==> config.mk <==
export PLATFORM = sky130hd
export DESIGN_NAME = mem_bus_ctrl
export DESIGN_NICKNAME = d
export VERILOG_FILES = /design/src/rtl/mem_bus_ctrl.sv
export SDC_FILE = /design/constraint.sdc
export NUM_CORES = 1
export LEC_CHECK = 0
export BUFFER_PORTS_ARGS = -buffer_cell sky130_fd_sc_hd__buf_4
export CORE_ASPECT_RATIO = 1.1
export CORE_UTILIZATION = 48
export CTS_BUF_LIST = sky130_fd_sc_hd__clkbuf_2
export CTS_CLUSTER_DIAMETER = 40
export CTS_CLUSTER_SIZE = 28
export DETAILED_ROUTE_END_ITERATION = 16
export GPL_TIMING_DRIVEN = 1
export PLACE_DENSITY = 0.75
export SLEW_MARGIN = 20
export SYNTH_ARGS = -nofsm -noshare
export SYNTH_HDL_FRONTEND = slang
export SYNTH_SLANG_ARGS = --single-unit
==> constraint.sdc <==
create_clock -name clk -period 2.2 [get_ports clk]
set_clock_uncertainty 0.15 [all_clocks]
set_input_delay 0.11 -clock clk [delete_from_list [all_inputs] [get_ports clk]]
set_output_delay 0.11 -clock clk [all_outputs]
set_load 0.05 [all_outputs]
==> src/rtl/mem_bus_ctrl.sv <==
// Memory/IO bus controller: turns a held CPU request into timed SRAM strobes
// with wait states, or a UART handshake for the two memory-mapped registers.
module mem_bus_ctrl #(
  parameter int          WAIT_CYCLES    = 2,
  parameter logic [15:0] UART_DATA_ADDR = 16'hBF00,
  parameter logic [15:0] UART_STAT_ADDR = 16'hBF01
) (
  input  logic        clk,
  input  logic        rst,
  input  logic        req,
  input  logic        we,
  input  logic [15:0] addr,
  input  logic [15:0] wdata,
  output logic [15:0] rdata,
  output logic        ack,
  output logic        busy,
  output logic [15:0] ram_addr,
  output logic [15:0] ram_dq_o,
  input  logic [15:0] ram_dq_i,
  output logic        ram_dq_t,
  output logic        ram_ce_n,
  output logic        ram_oe_n,
  output logic        ram_we_n,
  output logic        uart_tx_valid,
  output logic [7:0]  uart_tx_data,
  input  logic        uart_tx_ready,
  input  logic        uart_rx_valid,
  input  logic [7:0]  uart_rx_data,
  output logic        uart_rx_ack
);

  localparam logic [2:0] S_IDLE     = 3'd0;
  localparam logic [2:0] S_RD       = 3'd1;
  localparam logic [2:0] S_WR_SETUP = 3'd2;
  localparam logic [2:0] S_WR_PULSE = 3'd3;
  localparam logic [2:0] S_WR_HOLD  = 3'd4;
  localparam logic [2:0] S_TX       = 3'd5;
  localparam logic [2:0] S_ACK      = 3'd6;

  localparam int            CW       = (WAIT_CYCLES > 1) ? $clog2(WAIT_CYCLES) : 1;
  localparam logic [CW-1:0] CNT_LAST = CW'(WAIT_CYCLES - 1);

  logic [2:0]    state_q, state_d;
  logic [CW-1:0] cnt_q, cnt_d;
  logic          pend_q, pend_d;
  logic          lat_we_q, lat_we_d;
  logic [15:0]   lat_addr_q, lat_addr_d;
  logic [15:0]   lat_wdata_q, lat_wdata_d;
  logic [15:0]   rdata_q, rdata_d;
  logic [15:0]   ram_addr_q, ram_addr_d;
  logic [15:0]   ram_dq_o_q, ram_dq_o_d;
  logic [7:0]    tx_data_q, tx_data_d;
  logic          rx_ack_q, rx_ack_d;
  logic          ack_q, busy_q, dq_t_q, ce_n_q, oe_n_q, we_n_q, tx_valid_q;
  logic          ack_d, busy_d, dq_t_d, ce_n_d, oe_n_d, we_n_d, tx_valid_d;

  // Next-state logic; a request is latched first and decoded one cycle later
  always_comb begin
    state_d     = state_q;
    cnt_d       = cnt_q;
    pend_d      = pend_q;
    lat_we_d    = lat_we_q;
    lat_addr_d  = lat_addr_q;
    lat_wdata_d = lat_wdata_q;
    rdata_d     = rdata_q;
    ram_addr_d  = ram_addr_q;
    ram_dq_o_d  = ram_dq_o_q;
    tx_data_d   = tx_data_q;
    rx_ack_d    = 1'b0;
    case (state_q)
      S_IDLE: begin
        if (pend_q) begin
          pend_d = 1'b0;
          cnt_d  = '0;
          if (lat_addr_q == UART_STAT_ADDR) begin
            if (!lat_we_q) begin
              rdata_d = {14'd0, uart_rx_valid, uart_tx_ready};
            end else begin
              rdata_d = rdata_q;
            end
            state_d = S_ACK;
          end else if (lat_addr_q == UART_DATA_ADDR) begin
            if (lat_we_q) begin
              tx_data_d = lat_wdata_q[7:0];
              state_d   = S_TX;
            end else if (uart_rx_valid) begin
              rdata_d  = {8'd0, uart_rx_data};
              rx_ack_d = 1'b1;
              state_d  = S_ACK;
            end else begin
              rdata_d = 16'd0;
              state_d = S_ACK;
            end
          end else if (lat_we_q) begin
            ram_addr_d = lat_addr_q;
            ram_dq_o_d = lat_wdata_q;
            state_d    = S_WR_SETUP;
          end else begin
            ram_addr_d = lat_addr_q;
            state_d    = S_RD;
          end
        end else if (req) begin
          pend_d      = 1'b1;
          lat_we_d    = we;
          lat_addr_d  = addr;
          lat_wdata_d = wdata;
        end else begin
          pend_d = 1'b0;
        end
      end
      S_RD: begin
        if (cnt_q == CNT_LAST) begin
          rdata_d = ram_dq_i;
          cnt_d   = '0;
          state_d = S_ACK;
        end else begin
          cnt_d = cnt_q + CW'(1);
        end
      end
      S_WR_SETUP: begin
        cnt_d   = '0;
        state_d = S_WR_PULSE;
      end
      S_WR_PULSE: begin
        if (cnt_q == CNT_LAST) begin
          cnt_d   = '0;
          state_d = S_WR_HOLD;
        end else begin
          cnt_d = cnt_q + CW'(1);
        end
      end
      S_WR_HOLD: state_d = S_ACK;
      S_TX: begin
        if (uart_tx_ready) begin
          state_d = S_ACK;
        end else begin
          state_d = S_TX;
        end
      end
      S_ACK:   state_d = S_IDLE;
      default: state_d = S_IDLE;
    endcase
  end

  // Strobes are decoded from the next state so they line up with the state register
  always_comb begin
    ce_n_d     = !((state_d == S_RD) || (state_d == S_WR_SETUP) ||
                   (state_d == S_WR_PULSE) || (state_d == S_WR_HOLD));
    oe_n_d     = (state_d != S_RD);
    we_n_d     = (state_d != S_WR_PULSE);
    dq_t_d     = (state_d == S_WR_SETUP) || (state_d == S_WR_PULSE) ||
                 (state_d == S_WR_HOLD);
    tx_valid_d = (state_d == S_TX);
    ack_d      = (state_d == S_ACK);
    busy_d     = (state_d != S_IDLE);
  end

  // State and registered outputs
  always_ff @(posedge clk or negedge rst) begin
    if (!rst) begin
      state_q     <= S_IDLE;
      cnt_q       <= '0;
      pend_q      <= 1'b0;
      lat_we_q    <= 1'b0;
      lat_addr_q  <= 16'd0;
      lat_wdata_q <= 16'd0;
      rdata_q     <= 16'd0;
      ram_addr_q  <= 16'd0;
      ram_dq_o_q  <= 16'd0;
      tx_data_q   <= 8'd0;
      rx_ack_q    <= 1'b0;
      ack_q       <= 1'b0;
      busy_q      <= 1'b0;
      dq_t_q      <= 1'b0;
      ce_n_q      <= 1'b1;
      oe_n_q      <= 1'b1;
      we_n_q      <= 1'b1;
      tx_valid_q  <= 1'b0;
    end else begin
      state_q     <= state_d;
      cnt_q       <= cnt_d;
      pend_q      <= pend_d;
      lat_we_q    <= lat_we_d;
      lat_addr_q  <= lat_addr_d;
      lat_wdata_q <= lat_wdata_d;
      rdata_q     <= rdata_d;
      ram_addr_q  <= ram_addr_d;
      ram_dq_o_q  <= ram_dq_o_d;
      tx_data_q   <= tx_data_d;
      rx_ack_q    <= rx_ack_d;
      ack_q       <= ack_d;
      busy_q      <= busy_d;
      dq_t_q      <= dq_t_d;
      ce_n_q      <= ce_n_d;
      oe_n_q      <= oe_n_d;
      we_n_q      <= we_n_d;
      tx_valid_q  <= tx_valid_d;
    end
  end

  assign rdata         = rdata_q;
  assign ack           = ack_q;
  assign busy          = busy_q;
  assign ram_addr      = ram_addr_q;
  assign ram_dq_o      = ram_dq_o_q;
  assign ram_dq_t      = dq_t_q;
  assign ram_ce_n      = ce_n_q;
  assign ram_oe_n      = oe_n_q;
  assign ram_we_n      = we_n_q;
  assign uart_tx_valid = tx_valid_q;
  assign uart_tx_data  = tx_data_q;
  assign uart_rx_ack   = rx_ack_q;

endmodule
==> results.ini <==
[critical_path]
crit_chain = nor4_4 -> nand4_1 -> nor2_2 -> ha_4 -> buf_4 -> o221a_4 -> or3_1
crit_path_end_kind = flop
cp_top_family = simple AND/OR/NAND/NOR gates
critPathArrivalTime_ns = 2.58
cp_max_fo = 2
critPathMaxStageDelay_ns = 0.48
startpoint_type = flop
cp.required_ns = 2.53
crit_type = reg2reg
path_buf_inv = 1
critPathSlowestCell = dfrtp_1

[run]
drv_cap = 0

[route]
drt_wl_total_um = 10400
drt_iter0_drc = 131
drc = 0
wl_per_cell_um = 16.1
num_vias = 3290
postRouteAntennaNets = 0
firstDrtPassIters = 6
viasPerCell = 5.09

[placed_design]
port_buffers = 125
gp_congestion = 0.819
hpwl_um = 6320
place_area_um2 = 5330
pre_cts_slack_ns = -0.0885

[layout]
final_cell_mix = buf_4 (153), dfrtp_1 (99), mux2_2 (72), dlygate4sd3_1 (72), nand2_1 (32)
drive_above_1_share_pct = 48.9
area_growth_pct = 51.0
n_fill_cell = 537
fin_area_um2 = 6250
final_util_pct = 74.7
nNetsFinal = 595
final_common_cell = buf_4
diodes = 0

[die]
core_area_um2 = 8360
die_y_um = 99.4
fp.dieArea_um2 = 9000
die_w_um = 90.5
initial_utilization_pct = 49.5
rows = 35
io_pins = 126

[power_and_ir_drop]
leakage_nw = 3.01
pwr_density_cell_nw_per_um2 = 1390
ir_worst_vdd_mv = 0.748

[clocking]
clock_path_buffers = 2
cts_tree = done
clockRootBuffer = clkbuf_2
clkSinkCount = 102
cts_buffers = 9
htreeDepth = 3
insertion_delay_ns = 0.55
cts.reportedPaths.clkPinSlew_ns = 0.26

[sta]
tns_ns = -0.0485
period_share_pct = 102
finalMaxSlewViolations = 0
hold_ws_ns = 0.153
grt_setup_unrepaired = yes
hold_viol = 0
fin_crit_ns = 2.25
setup_viol = 1
worst_pin_slew_ns = 0.526
worst_slack_ns = -0.0485
timing.fmax_ghz = 0.445
slew_headroom_pct = 64.9

[worst_hold_path]
hold_path_class = in2reg

[synthesis]
synth_cells = 305
synth_area_um2 = 4140
synth_edf_count = 0
synth_cell_type_count = 40
ys_ff_latch = 102
async_flop_share_pct = 100
synth_top_flop_cell = dfrtp_1
yosysSeqAreaShare_pct = 61.8
ys_warn_count = 0
synth_fp_nets = 368
syn_avg_cell_area_um2 = 13.6

[global_routing]
grt_pass1_vias = 3472
grt-ovfl-total = 0
grtUsageTotal_pct = 24.3
grt_pass1_wl_um = 16800
antenna_found_initial = 0
grt_start_max_net_pins = 44

[status]
violations = setup timing
outcome = finished with violations

==> power breakdown <==
| part | switching [mW] | internal [mW] | total [mW] |
|---|---|---|---|
| clock network | 0.573 | 0.138 | 0.711 |
| logic | 2.78 | 1.93 | 4.71 |
| registers | 0.548 | 2.71 | 3.26 |
| total | 3.90 | 4.78 | 8.68 |
==> path summary, 6_finish.rpt <==
kind	startpoint	end	slack, ns	cells after the start
max in group asynchronous	rst	uart_tx_data[1]	1.16	4
worst max register to register	lat_addr_q[7]	ram_oe_n	-0.05	7
worst min register to register	lat_wdata_q[10]	lat_wdata_q[10]	0.39	1
min in group asynchronous	rst	rdata[4]	0.50	4
worst min-delay path	ram_dq_i[12]	rdata[12]	0.15	4
worst max-delay path	lat_addr_q[7]	ram_oe_n	-0.05	7
==> metrics by stage <==
step / power (mW) / instances
finish: 8.68 / 647
global route: 9.14 / 647
CTS: 8.63 / 647
detailed placement: 7.63 / 551
global placement: 7.50 / 551
floorplan: 6.21 / 305
==> state kept, by name (all words and copies together), names as in the netlist <==
register	cells
ram_addr	16
ram_we_n	1
pend_q	1
uart_tx_valid	1
uart_tx_data	8
lat_addr_q	16
state_q	3
ram_dq_o	16
ack	1
busy	1
lat_wdata_q	16
rdata	16
ram_ce_n	1
uart_rx_ack	1
ram_oe_n	1
ram_dq_t	1
lat_we_q	1
cnt_q	1
==> layout make-up <==
class | instances | area, um2 | share of cell area, %
Timing Repair Buffer | 228 | 1930 | 30.9
Sequential cell | 102 | 2560 | 40.9
Multi-Input combinational cell | 189 | 1540 | 24.6
Clock inverter | 5 | 27.5 | 0.441
Inverter | 2 | 7.51 | 0.120
Clock buffer | 10 | 50.0 | 0.801
Tap cell | 111 | 139 | 2.22
==> cells in the mapped netlist, types with 2 or more instances <==
library cell,instances,area [um2]
a21oi_1,14,70.1
and3_1,2,12.5
and3b_1,2,17.5
and4_1,2,17.5
buf_2,5,25.0
buf_6,4,45.0
clkbuf_1,2,7.51
dfrtp_1,99,2480
dfstp_2,3,78.8
inv_1,2,7.51
mux2_2,72,811
nand2_1,32,120
nand2_2,2,12.5
nand2b_1,3,18.8
nand3_1,10,50.1
nand4_1,2,12.5
nor2_1,11,41.3
nor3b_1,2,15.0
o21ai_0,13,65.1
o22ai_1,3,18.8
==> kinds of logic after synthesis <==
kind of cell | synth area share, %
AO/OA/AOI/OAI | 5.20
flip-flops | 61.8
buffers and inverters | 2.15
AND/OR/NAND/NOR | 10.8
adder cells (fa/ha/maj) | 0.302
multiplexers | 19.6
XOR/XNOR | 0.212
==> tightest hold or removal path, cell delays in order <==
cell and delay [ns]:
dlygate4sd3_1 0.52, buf_4 0.10, nand2_1 0.04, nand2_1 0.05
==> repair_timing <==
item,in CTS,in global routing
hold buffers,73,0
setup endpoints to repair,4,30
hold endpoints to repair,154,0
pin swaps,3,8
setup buffers,8,1
resized for setup,4,7
==> per-layer routing <==
metal  vias to the layer above  GRT usage [%]  part of all wire [%]
met5                         -              0                     0
met4                         0           9.93                   2.1
met3                        20           5.05                   5.1
met2                       108           44.7                    54
met1                      1637           27.5                    39
li1                       1525              -                     -
(Power assumes the default switching activity.)
